**src/rtl/video_timing_pkg.sv**
```systemverilog
// Shared raster timing defaults and types for the video pipeline blocks.
package video_timing_pkg;

    localparam int DEF_H_ACTIVE = 256;
    localparam int DEF_H_TOTAL  = 320;
    localparam int DEF_HS_START = 272;
    localparam int DEF_HS_END   = 296;
    localparam int DEF_V_ACTIVE = 240;
    localparam int DEF_V_TOTAL  = 262;
    localparam int DEF_VS_START = 244;
    localparam int DEF_VS_END   = 247;

    localparam int FB_SIZE = DEF_H_ACTIVE * DEF_V_ACTIVE;

    typedef struct packed {
        logic hs;
        logic vs;
        logic hb;
        logic vb;
    } timing_flags_t;

    typedef enum logic {
        SWAP_IDLE    = 1'b0,
        SWAP_PENDING = 1'b1
    } swap_state_t;

endpackage

```
**src/rtl/video_timing_gen.sv**
```systemverilog
// Raster timing generator: h/v counters gated by a pixel enable, with the next
// position exposed so downstream stages can prepare one tick ahead.
module video_timing_gen
    import video_timing_pkg::*;
#(
    parameter int H_ACTIVE = DEF_H_ACTIVE,
    parameter int H_TOTAL  = DEF_H_TOTAL,
    parameter int HS_START = DEF_HS_START,
    parameter int HS_END   = DEF_HS_END,
    parameter int V_ACTIVE = DEF_V_ACTIVE,
    parameter int V_TOTAL  = DEF_V_TOTAL,
    parameter int VS_START = DEF_VS_START,
    parameter int VS_END   = DEF_VS_END,
    parameter int HW       = $clog2(H_TOTAL),
    parameter int VW       = $clog2(V_TOTAL)
) (
    input  logic          clock,
    input  logic          reset,
    input  logic          ce_pix,
    output logic [HW-1:0] h_next,
    output logic [VW-1:0] v_next,
    output timing_flags_t flags,
    output logic          frame_start
);

    localparam logic [HW-1:0] H_LAST = HW'(H_TOTAL - 1);
    localparam logic [VW-1:0] V_LAST = VW'(V_TOTAL - 1);
    localparam logic [HW-1:0] H_ACT  = HW'(H_ACTIVE);
    localparam logic [VW-1:0] V_ACT  = VW'(V_ACTIVE);
    localparam logic [HW-1:0] HS_S   = HW'(HS_START);
    localparam logic [HW-1:0] HS_E   = HW'(HS_END);
    localparam logic [VW-1:0] VS_S   = VW'(VS_START);
    localparam logic [VW-1:0] VS_E   = VW'(VS_END);

    logic [HW-1:0] h_reg;
    logic [VW-1:0] v_reg;
    logic          frame_start_reg;

    always_comb begin
        h_next = h_reg + 1'b1;
        v_next = v_reg;
        if (h_reg == H_LAST) begin
            h_next = '0;
            v_next = (v_reg == V_LAST) ? '0 : v_reg + 1'b1;
        end
    end

    // Flags describe the position currently held by the counters.
    assign flags.hs = (h_reg >= HS_S) && (h_reg < HS_E);
    assign flags.vs = (v_reg >= VS_S) && (v_reg < VS_E);
    assign flags.hb = (h_reg >= H_ACT);
    assign flags.vb = (v_reg >= V_ACT);

    always_ff @(posedge clock) begin
        if (reset) begin
            h_reg           <= '0;
            v_reg           <= '0;
            frame_start_reg <= 1'b0;
        end else begin
            frame_start_reg <= 1'b0;
            if (ce_pix) begin
                h_reg           <= h_next;
                v_reg           <= v_next;
                frame_start_reg <= (h_next == '0) && (v_next == '0);
            end
        end
    end

    assign frame_start = frame_start_reg;

endmodule

```
**src/rtl/fb_scanout.sv**
```systemverilog
// Framebuffer scan-out: walks the displayed half of a double-buffered dpram and
// returns pixels aligned with sync/blank, swapping halves at vblank on request.
module fb_scanout
    import video_timing_pkg::*;
#(
    parameter int addr_width_g = $clog2(2 * FB_SIZE),
    parameter int data_width_g = 8,
    parameter int H_ACTIVE     = DEF_H_ACTIVE,
    parameter int H_TOTAL      = DEF_H_TOTAL,
    parameter int HS_START     = DEF_HS_START,
    parameter int HS_END       = DEF_HS_END,
    parameter int V_ACTIVE     = DEF_V_ACTIVE,
    parameter int V_TOTAL      = DEF_V_TOTAL,
    parameter int VS_START     = DEF_VS_START,
    parameter int VS_END       = DEF_VS_END
) (
    input  logic                    clock,
    input  logic                    reset,
    input  logic                    ce_pix,
    input  logic                    swap_req,
    output logic                    swap_ack,
    output logic                    disp_sel,
    output logic [addr_width_g-1:0] ram_addr,
    input  logic [data_width_g-1:0] ram_q,
    output logic [data_width_g-1:0] pixel,
    output logic                    hsync,
    output logic                    vsync,
    output logic                    hblank,
    output logic                    vblank,
    output logic                    frame_start
);

    localparam int HW = $clog2(H_TOTAL);
    localparam int VW = $clog2(V_TOTAL);
    localparam logic [addr_width_g-1:0] BUF1_BASE = addr_width_g'(H_ACTIVE * V_ACTIVE);
    localparam logic [HW-1:0] H_ACT = HW'(H_ACTIVE);
    localparam logic [VW-1:0] V_ACT = VW'(V_ACTIVE);

    logic [HW-1:0]           h_next;
    logic [VW-1:0]           v_next;
    timing_flags_t           flags;
    swap_state_t             swap_state_reg;
    logic                    disp_sel_reg;
    logic                    swap_ack_reg;
    logic [addr_width_g-1:0] ram_addr_reg;
    logic [data_width_g-1:0] pixel_reg;
    timing_flags_t           sync_reg;
    logic                    at_frame_origin;
    logic                    at_swap_point;
    logic                    next_active;

    video_timing_gen #(
        .H_ACTIVE (H_ACTIVE),
        .H_TOTAL  (H_TOTAL),
        .HS_START (HS_START),
        .HS_END   (HS_END),
        .V_ACTIVE (V_ACTIVE),
        .V_TOTAL  (V_TOTAL),
        .VS_START (VS_START),
        .VS_END   (VS_END),
        .HW       (HW),
        .VW       (VW)
    ) u_timing (
        .clock       (clock),
        .reset       (reset),
        .ce_pix      (ce_pix),
        .h_next      (h_next),
        .v_next      (v_next),
        .flags       (flags),
        .frame_start (frame_start)
    );

    assign at_frame_origin = (h_next == '0) && (v_next == '0);
    assign at_swap_point   = (h_next == '0) && (v_next == V_ACT);
    assign next_active     = (h_next < H_ACT) && (v_next < V_ACT);

    // Swap only on entry to vblank, so the displayed half never changes mid-picture.
    always_ff @(posedge clock) begin
        if (reset) begin
            swap_state_reg <= SWAP_IDLE;
            disp_sel_reg   <= 1'b0;
            swap_ack_reg   <= 1'b0;
        end else begin
            swap_ack_reg <= 1'b0;
            if (ce_pix && at_swap_point && (swap_state_reg == SWAP_PENDING || swap_req)) begin
                disp_sel_reg   <= ~disp_sel_reg;
                swap_ack_reg   <= 1'b1;
                swap_state_reg <= SWAP_IDLE;
            end else if (swap_req) begin
                swap_state_reg <= SWAP_PENDING;
            end
        end
    end

    // Address leads the outputs by one tick to cover the dpram read latency.
    always_ff @(posedge clock) begin
        if (reset) begin
            ram_addr_reg <= '0;
            pixel_reg    <= '0;
            sync_reg     <= '{hs: 1'b0, vs: 1'b0, hb: 1'b1, vb: 1'b1};
        end else if (ce_pix) begin
            if (at_frame_origin) begin
                ram_addr_reg <= disp_sel_reg ? BUF1_BASE : '0;
            end else if (next_active) begin
                ram_addr_reg <= ram_addr_reg + 1'b1;
            end
            sync_reg  <= flags;
            pixel_reg <= (flags.hb || flags.vb) ? '0 : ram_q;
        end
    end

    assign swap_ack = swap_ack_reg;
    assign disp_sel = disp_sel_reg;
    assign ram_addr = ram_addr_reg;
    assign pixel    = pixel_reg;
    assign hsync    = sync_reg.hs;
    assign vsync    = sync_reg.vs;
    assign hblank   = sync_reg.hb;
    assign vblank   = sync_reg.vb;

endmodule
```
**config.mk**
```make
export PLATFORM = sky130hd
export DESIGN_NAME = fb_scanout
export DESIGN_NICKNAME = d
export VERILOG_FILES = /design/src/rtl/video_timing_pkg.sv /design/src/rtl/video_timing_gen.sv /design/src/rtl/fb_scanout.sv
export SDC_FILE = /design/constraint.sdc
export NUM_CORES = 1
export LEC_CHECK = 0
export BUFFER_PORTS_ARGS = -buffer_cell sky130_fd_sc_hd__buf_2
export CAP_MARGIN = 20
export CELL_PAD_IN_SITES_DETAIL_PLACEMENT = 0
export CELL_PAD_IN_SITES_GLOBAL_PLACEMENT = 1
export CORE_UTILIZATION = 39
export CTS_CLUSTER_DIAMETER = 100
export DETAILED_ROUTE_END_ITERATION = 16
export GPL_ROUTABILITY_DRIVEN = 1
export PLACE_DENSITY = 0.88
export SETUP_SLACK_MARGIN = 0.2
export SYNTH_ARGS = -nofsm -noshare
export SYNTH_HDL_FRONTEND = slang
export SYNTH_SLANG_ARGS = --single-unit
```
**constraint.sdc**
```tcl
create_clock -name clock -period 2.74 [get_ports clock]
set_clock_uncertainty 0.15 [all_clocks]
set_input_delay 0.274 -clock clock [delete_from_list [all_inputs] [get_ports clock]]
set_output_delay 0.274 -clock clock [all_outputs]
set_load 0.05 [all_outputs]
```
# Word level (Yosys, flattened, before mapping)

Index checks and enable logic that the tools add are counted.

Memories: 0
Latch bits: 0
RAM bits: 0
Memory bits (read-only): 0
Flip-flop bits (word level): 51

Shift operators: 0
Add/subtract/negate cells: 3
Multipliers: 0
Order comparisons: 8
Reductions and logical operators: 15
Multiplexer cells: 8
Equality and inequality tests: 3
Div/mod/pow operators: 0
Bitwise logic cells: 2

Operators with widths:

| cell                  | count |
|---|---|
| $mux 17               | 2 |
| $mux 9                | 3 |
| $add 9x1->9 const B   | 2 |
| $eq 9x9->1 const B    | 2 |
| $ge 9x8->1 const B    | 2 |
| $ge 9x9->1 const B    | 2 |
| $logic_not 9->1       | 2 |
| $lt 9x8->1 const B    | 2 |
| $lt 9x9->1 const B    | 2 |
| $add 17x1->17 const B | 1 |
| $mux 16               | 1 |
| $eq 9x8->1 const B    | 1 |
| $mux 8                | 1 |
| $logic_and 1x1->1     | 7 |
| $reduce_or 2->1       | 2 |
| $logic_or 1x1->1      | 2 |
| $not 1->1             | 2 |
| $reduce_and 2->1      | 1 |
| $reduce_bool 2->1     | 1 |
| $mux 1                | 1 |

# Logic depth before layout (Yosys ltp)

Word-level depth: 8
Gate-level depth with buffers: 12
Depth with buffers taken out: 9

# By module

From an unflattened synthesis, not the netlist that was laid out.

Cells, all modules: 364
Area, all modules: 3035.4 sq um

By module, submodules not included:

| module           | instances | area each (sq um) | cells each |
|---|---|---|---|
| video_timing_gen | 1         | 1560.2            | 190 |
| fb_scanout       | 1         | 1475.2            | 174 |

# Least setup slack after synthesis

OpenSTA, ideal clock, no wires.

Path kind: register to register
From: register ram_addr_reg[0] (netlist: ram_addr[0])
To: register ram_addr_reg[16] (netlist: ram_addr[16])
Clock period less this slack: 2778 ps
Cell stages (with the launch flop): 8
Path slack: -38 ps
Path buffers: 0
Arrival: 2558 ps
Cells stage by stage: dfxtp_1 -> ha_1 -> nand3_1 -> or4_1 -> nor3_1 -> nand4_1 -> or4b_1 -> a21oi_1

Word-level cells in the longest chain between the ends: 3

Ends and longest elaborated chain:

| item                   | line              | text |
|---|---|---|
| from (decl)            | fb_scanout.sv:45  | `logic [addr_width_g-1:0] ram_addr_reg;` |
| from (signal assigned) | fb_scanout.sv:103 | `ram_addr_reg <= disp_sel_reg ? BUF1_BASE : '0;` |
| from (signal assigned) | fb_scanout.sv:105 | `ram_addr_reg <= ram_addr_reg + 1'b1;` |
| $add 17x1->17          | fb_scanout.sv:105 |  |
| $mux 17                | fb_scanout.sv:104 | `end else if (next_active) begin` |
| $mux 17                | fb_scanout.sv:102 | `if (at_frame_origin) begin` |

No other way between the ends. The select of a mux whose other input is x is not followed.
A chain may end at the register's enable or synchronous reset.

# Worst setup path after layout

From: register u_timing.h_reg[1]
To: register ram_addr_reg[11] (netlist: ram_addr[11])

Word-level cells in the longest chain between the ends: 6
Elaborated cells between the ends (all ways): 13

Ends and longest elaborated chain:

| item                                      | line                                           | text |
|---|---|---|
| from (decl)                               | video_timing_gen.sv:35                         | `logic [HW-1:0] h_reg;` |
| from (signal assigned)                    | video_timing_gen.sv:62                         | `h_reg <= h_next;` |
| $add 9x1->9 or $eq 9x9->1 (tied branches) | video_timing_gen.sv:40, video_timing_gen.sv:42 |  |
| $mux 9                                    | video_timing_gen.sv:42                         | `if (h_reg == H_LAST) begin` |
| $lt 9x9->1 (tied with other cells)        | fb_scanout.sv:75                               | `assign next_active = (h_next < H_ACT) && (v_next < V_ACT);` |
| $logic_and 1x1->1 (on tied branches)      | fb_scanout.sv:75, fb_scanout.sv:73             |  |
| $reduce_bool 2->1 (no line)               | --                                             |  |
| $reduce_and 2->1 (no line)                | --                                             |  |

Several ways; a longest one is shown, not always the timed one.

==> qor.yml <==
run_status:
  outcome: "complete, no violations"
clock_network:
  h-tree-depth: 2
  cts_made_buffers: 5
  clk_pin_slew_ns: 0.10
  hold_buffers: 0
  cts_tree: "built"
  insertion_delay_ns: 0.31
  cts-root-buf: "clkbuf_8"
  cts.sinks: 51
  clock_path_buffers: 2
yosys:
  synthCells: 379
  synth_xor_area_share_pct: 3.668
  synth_fa_ha_area_share_pct: 2.821
  synth_top_family_by_area: "simple AND/OR/NAND/NOR gates"
  ys_ff_latch: 51
  syn_area_um2: 3104
  synthSimpleGateAreaFrac_pct: 31.52
  netlist_top_cells_area: "dfxtp_1, a21oi_1, nor2_1"
  synth_edf_count: 0
  synth.top_cell.area_share_pct: 32.89
  synth_fp_nets: 398
  synth_top_area_cell: "dfxtp_1"
  seq_area_frac_synth_pct: 32.89
  yosysWarnings: 0
  synth-compound-area-share_pct: 18.46
  muxShareOfSynthArea_pct: 3.265
  synth_top_flop_cell: "dfxtp_1"
  syn_avg_cell_area_um2: 8.191
  async_flop_share_pct: 0
  synth.distinct_cells: 62
worst_setup_path:
  path_max_fanout: 5
  cp.required_ns: 2.77
  setup.worst_path.end_class: "flop"
  crit_type: "reg -> reg"
  critPathArrivalTime_ns: 2.54
  crit_path_start_kind: "flop"
global_routing:
  grt_start_max_net_pins: 41
  grt_pass1_vias: 2782
  antenna_found_initial: 0
  grt_pass1_wl_mm: 12.74
  overflow: 0
  grt_usage_pct: 18.60
sta:
  hold_violations: 0
  period_share_pct: 91.56
  rsz0062_at_grt: "yes"
  fin_setup_tns_ns: 0
  finalCriticalPeriod_ns: 2.509
  fmax_ghz: 0.3986
  final-max-slew-violation-count: 0
  max-slew-margin-rel_pct: 51.14
  hold_slack_ns: 0.03689
  tightest_slew_ns: 0.7329
  setup_viol: 0
final_layout:
  finalNetCount: 472
  regArea_um2: 1041
  multi_input_area_um2: 2027
  layout-drive-gt1-share_pct: 35.02
  fillers: 747
  syn_to_final_growth_pct: 28.78
  largest_reg_flops: 17
  antenna-diode-count: 0
power:
  leakage_nw: 1.588
  powerDensity_nw_per_um2: 348.7
  ir_drop_v: 0.0002146
floorplan:
  io_pins: 44
  die_w_um: 91.22
  die-area_um2: 8320
  fp-row-count: 32
  core_um2: 7727
  die_y_um: 91.22
  start_util_pct: 40.17
detailed_routing:
  detail-route-antenna-nets: 0
  vias: 2982
  via_per_inst: 5.363
  dr.pass1.iters: 6
  drc: 0
  avgRoutedWirePerCell_um: 14.15
  first_iter_violations: 114
  drt-total-wl_mm: 7.869
placement:
  portBuffers: 43
  dp_hpwl_mm: 5.356
  place.gp.congestion: 0.9446
worst_hold_path:
  hp-class: "in -> reg"
run:
  drv_cap: 0
[path summary, 6_finish.rpt]
path                                    end                           start  cells after the start  slack [ns]
hold reg to reg          hsync$_SDFFE_PP0P_              hsync$_SDFFE_PP0P_                      2        0.33
setup reg to reg  ram_addr[11]$_SDFFE_PP0P_  u_timing.h_reg[1]$_SDFFE_PP0P_                     11        0.23
hold / removal        pixel[7]$_SDFFE_PP0P_                        ram_q[7]                      3        0.04
setup / recovery  ram_addr[11]$_SDFFE_PP0P_  u_timing.h_reg[1]$_SDFFE_PP0P_                     11        0.23
[routing by layer]
layer	vias to the layer above	global-route usage (%)	wire [um]
met4	0	6.481	157
li1	1502	-	-
met3	16	2.931	242
met1	1405	22.51	3506
met5	-	0	0
met2	59	33.21	3962
[worst max-delay path: stages, from the launching register on]
cell       delay [ns]
dfxtp_2          0.36
ha_4             0.15
nand4bb_4        0.14
buf_6            0.17
nor4_4           0.30
xnor2_1          0.17
a211oi_2         0.06
nand3b_1         0.26
buf_6            0.18
buf_4            0.14
a21oi_1          0.19
o32ai_2          0.10
[cells in the final DEF (no fill, tap or decap), types with 2 or more instances in the layout]
master	n
a211oi_2	2
a21oi_1	36
a21oi_2	3
a22oi_1	2
a22oi_2	2
a31oi_1	4
and2_1	3
buf_12	2
buf_2	43
buf_4	42
buf_6	5
clkbuf_8	5
dfxtp_1	37
dfxtp_2	13
ha_1	5
ha_4	2
inv_1	24
mux2i_1	8
nand2_1	17
nand2b_1	7
nand3_1	13
nand4_1	11
nand4b_1	2
nor2_1	45
nor2b_1	9
nor3_1	7
nor3b_1	5
nor4_2	2
nor4_4	3
o21ai_0	7
o31ai_1	2
o32ai_1	8
o32ai_2	6
or2_2	4
or3_1	14
or4_1	2
or4_4	2
xnor2_1	5
xor2_1	8
[cells in the mapped netlist (2+ instances only)]
cell / n
ha_1: 7
nor4_2: 2
buf_6: 4
a21oi_1: 39
a31oi_1: 4
o32ai_2: 3
o31ai_1: 3
buf_4: 2
xnor2_1: 5
nor2_1: 45
dfxtp_1: 51
nor3_1: 8
or2_2: 4
nor2b_1: 9
nor3b_1: 5
mux2i_1: 9
a22oi_1: 4
a211oi_2: 2
o21ai_0: 8
nand4b_1: 2
nor4_1: 3
nand4_1: 11
and2_1: 3
buf_1: 2
clkbuf_1: 11
o32ai_1: 11
nand2b_1: 8
xor2_1: 8
inv_1: 24
nand3_1: 14
buf_2: 5
or3_1: 14
nand2_1: 17
or4_1: 4
[timing repair]
action                     in CTS  in global routing
setup buffers                   3                 15
resized for setup               7                 37
pin swaps                       3                 20
setup endpoints to repair      18                 18
cloned                          0                  0
[power breakdown]
group          switching, mW  internal [mW]
combinational          0.119         0.0691
clock                  0.259          0.179
sequential            0.0105          0.757
total                  0.389           1.01
[cells by family after synthesis]
family | Yosys count
flip-flops | 51
adder cells (fa/ha/maj) | 7
AO/OA/AOI/OAI | 82
buffers and inverters | 49
XOR/XNOR | 13
AND/OR/NAND/NOR | 167
multiplexers | 10
[stage by stage]
stage	instances	utilization [%]	setup slack, ns	cell area [um2]	power, mW
after floorplan	379	-	0.1833	3117	0.9065
after global placement	530	46.15	0.1654	3566	0.9549
after detailed placement	530	46.15	0.07148	3566	0.9571
after CTS	541	47.99	0.1980	3709	1.399
after global routing	556	51.73	0.1057	3998	1.452
final	556	51.73	0.2312	3998	1.394
[final cells by class]
| cell class | instances | share of cell area, % |
|---|---|---|
| clock buffer | 6 | 1.815 |
| timing repair buffer | 92 | 15.68 |
| multi-input combinational | 279 | 50.70 |
| tap | 102 | 3.192 |
| inverter | 24 | 2.254 |
| clock inverter | 2 | 0.3130 |
| sequential | 51 | 26.04 |
Note: power is estimated with default switching activity, not from simulation.
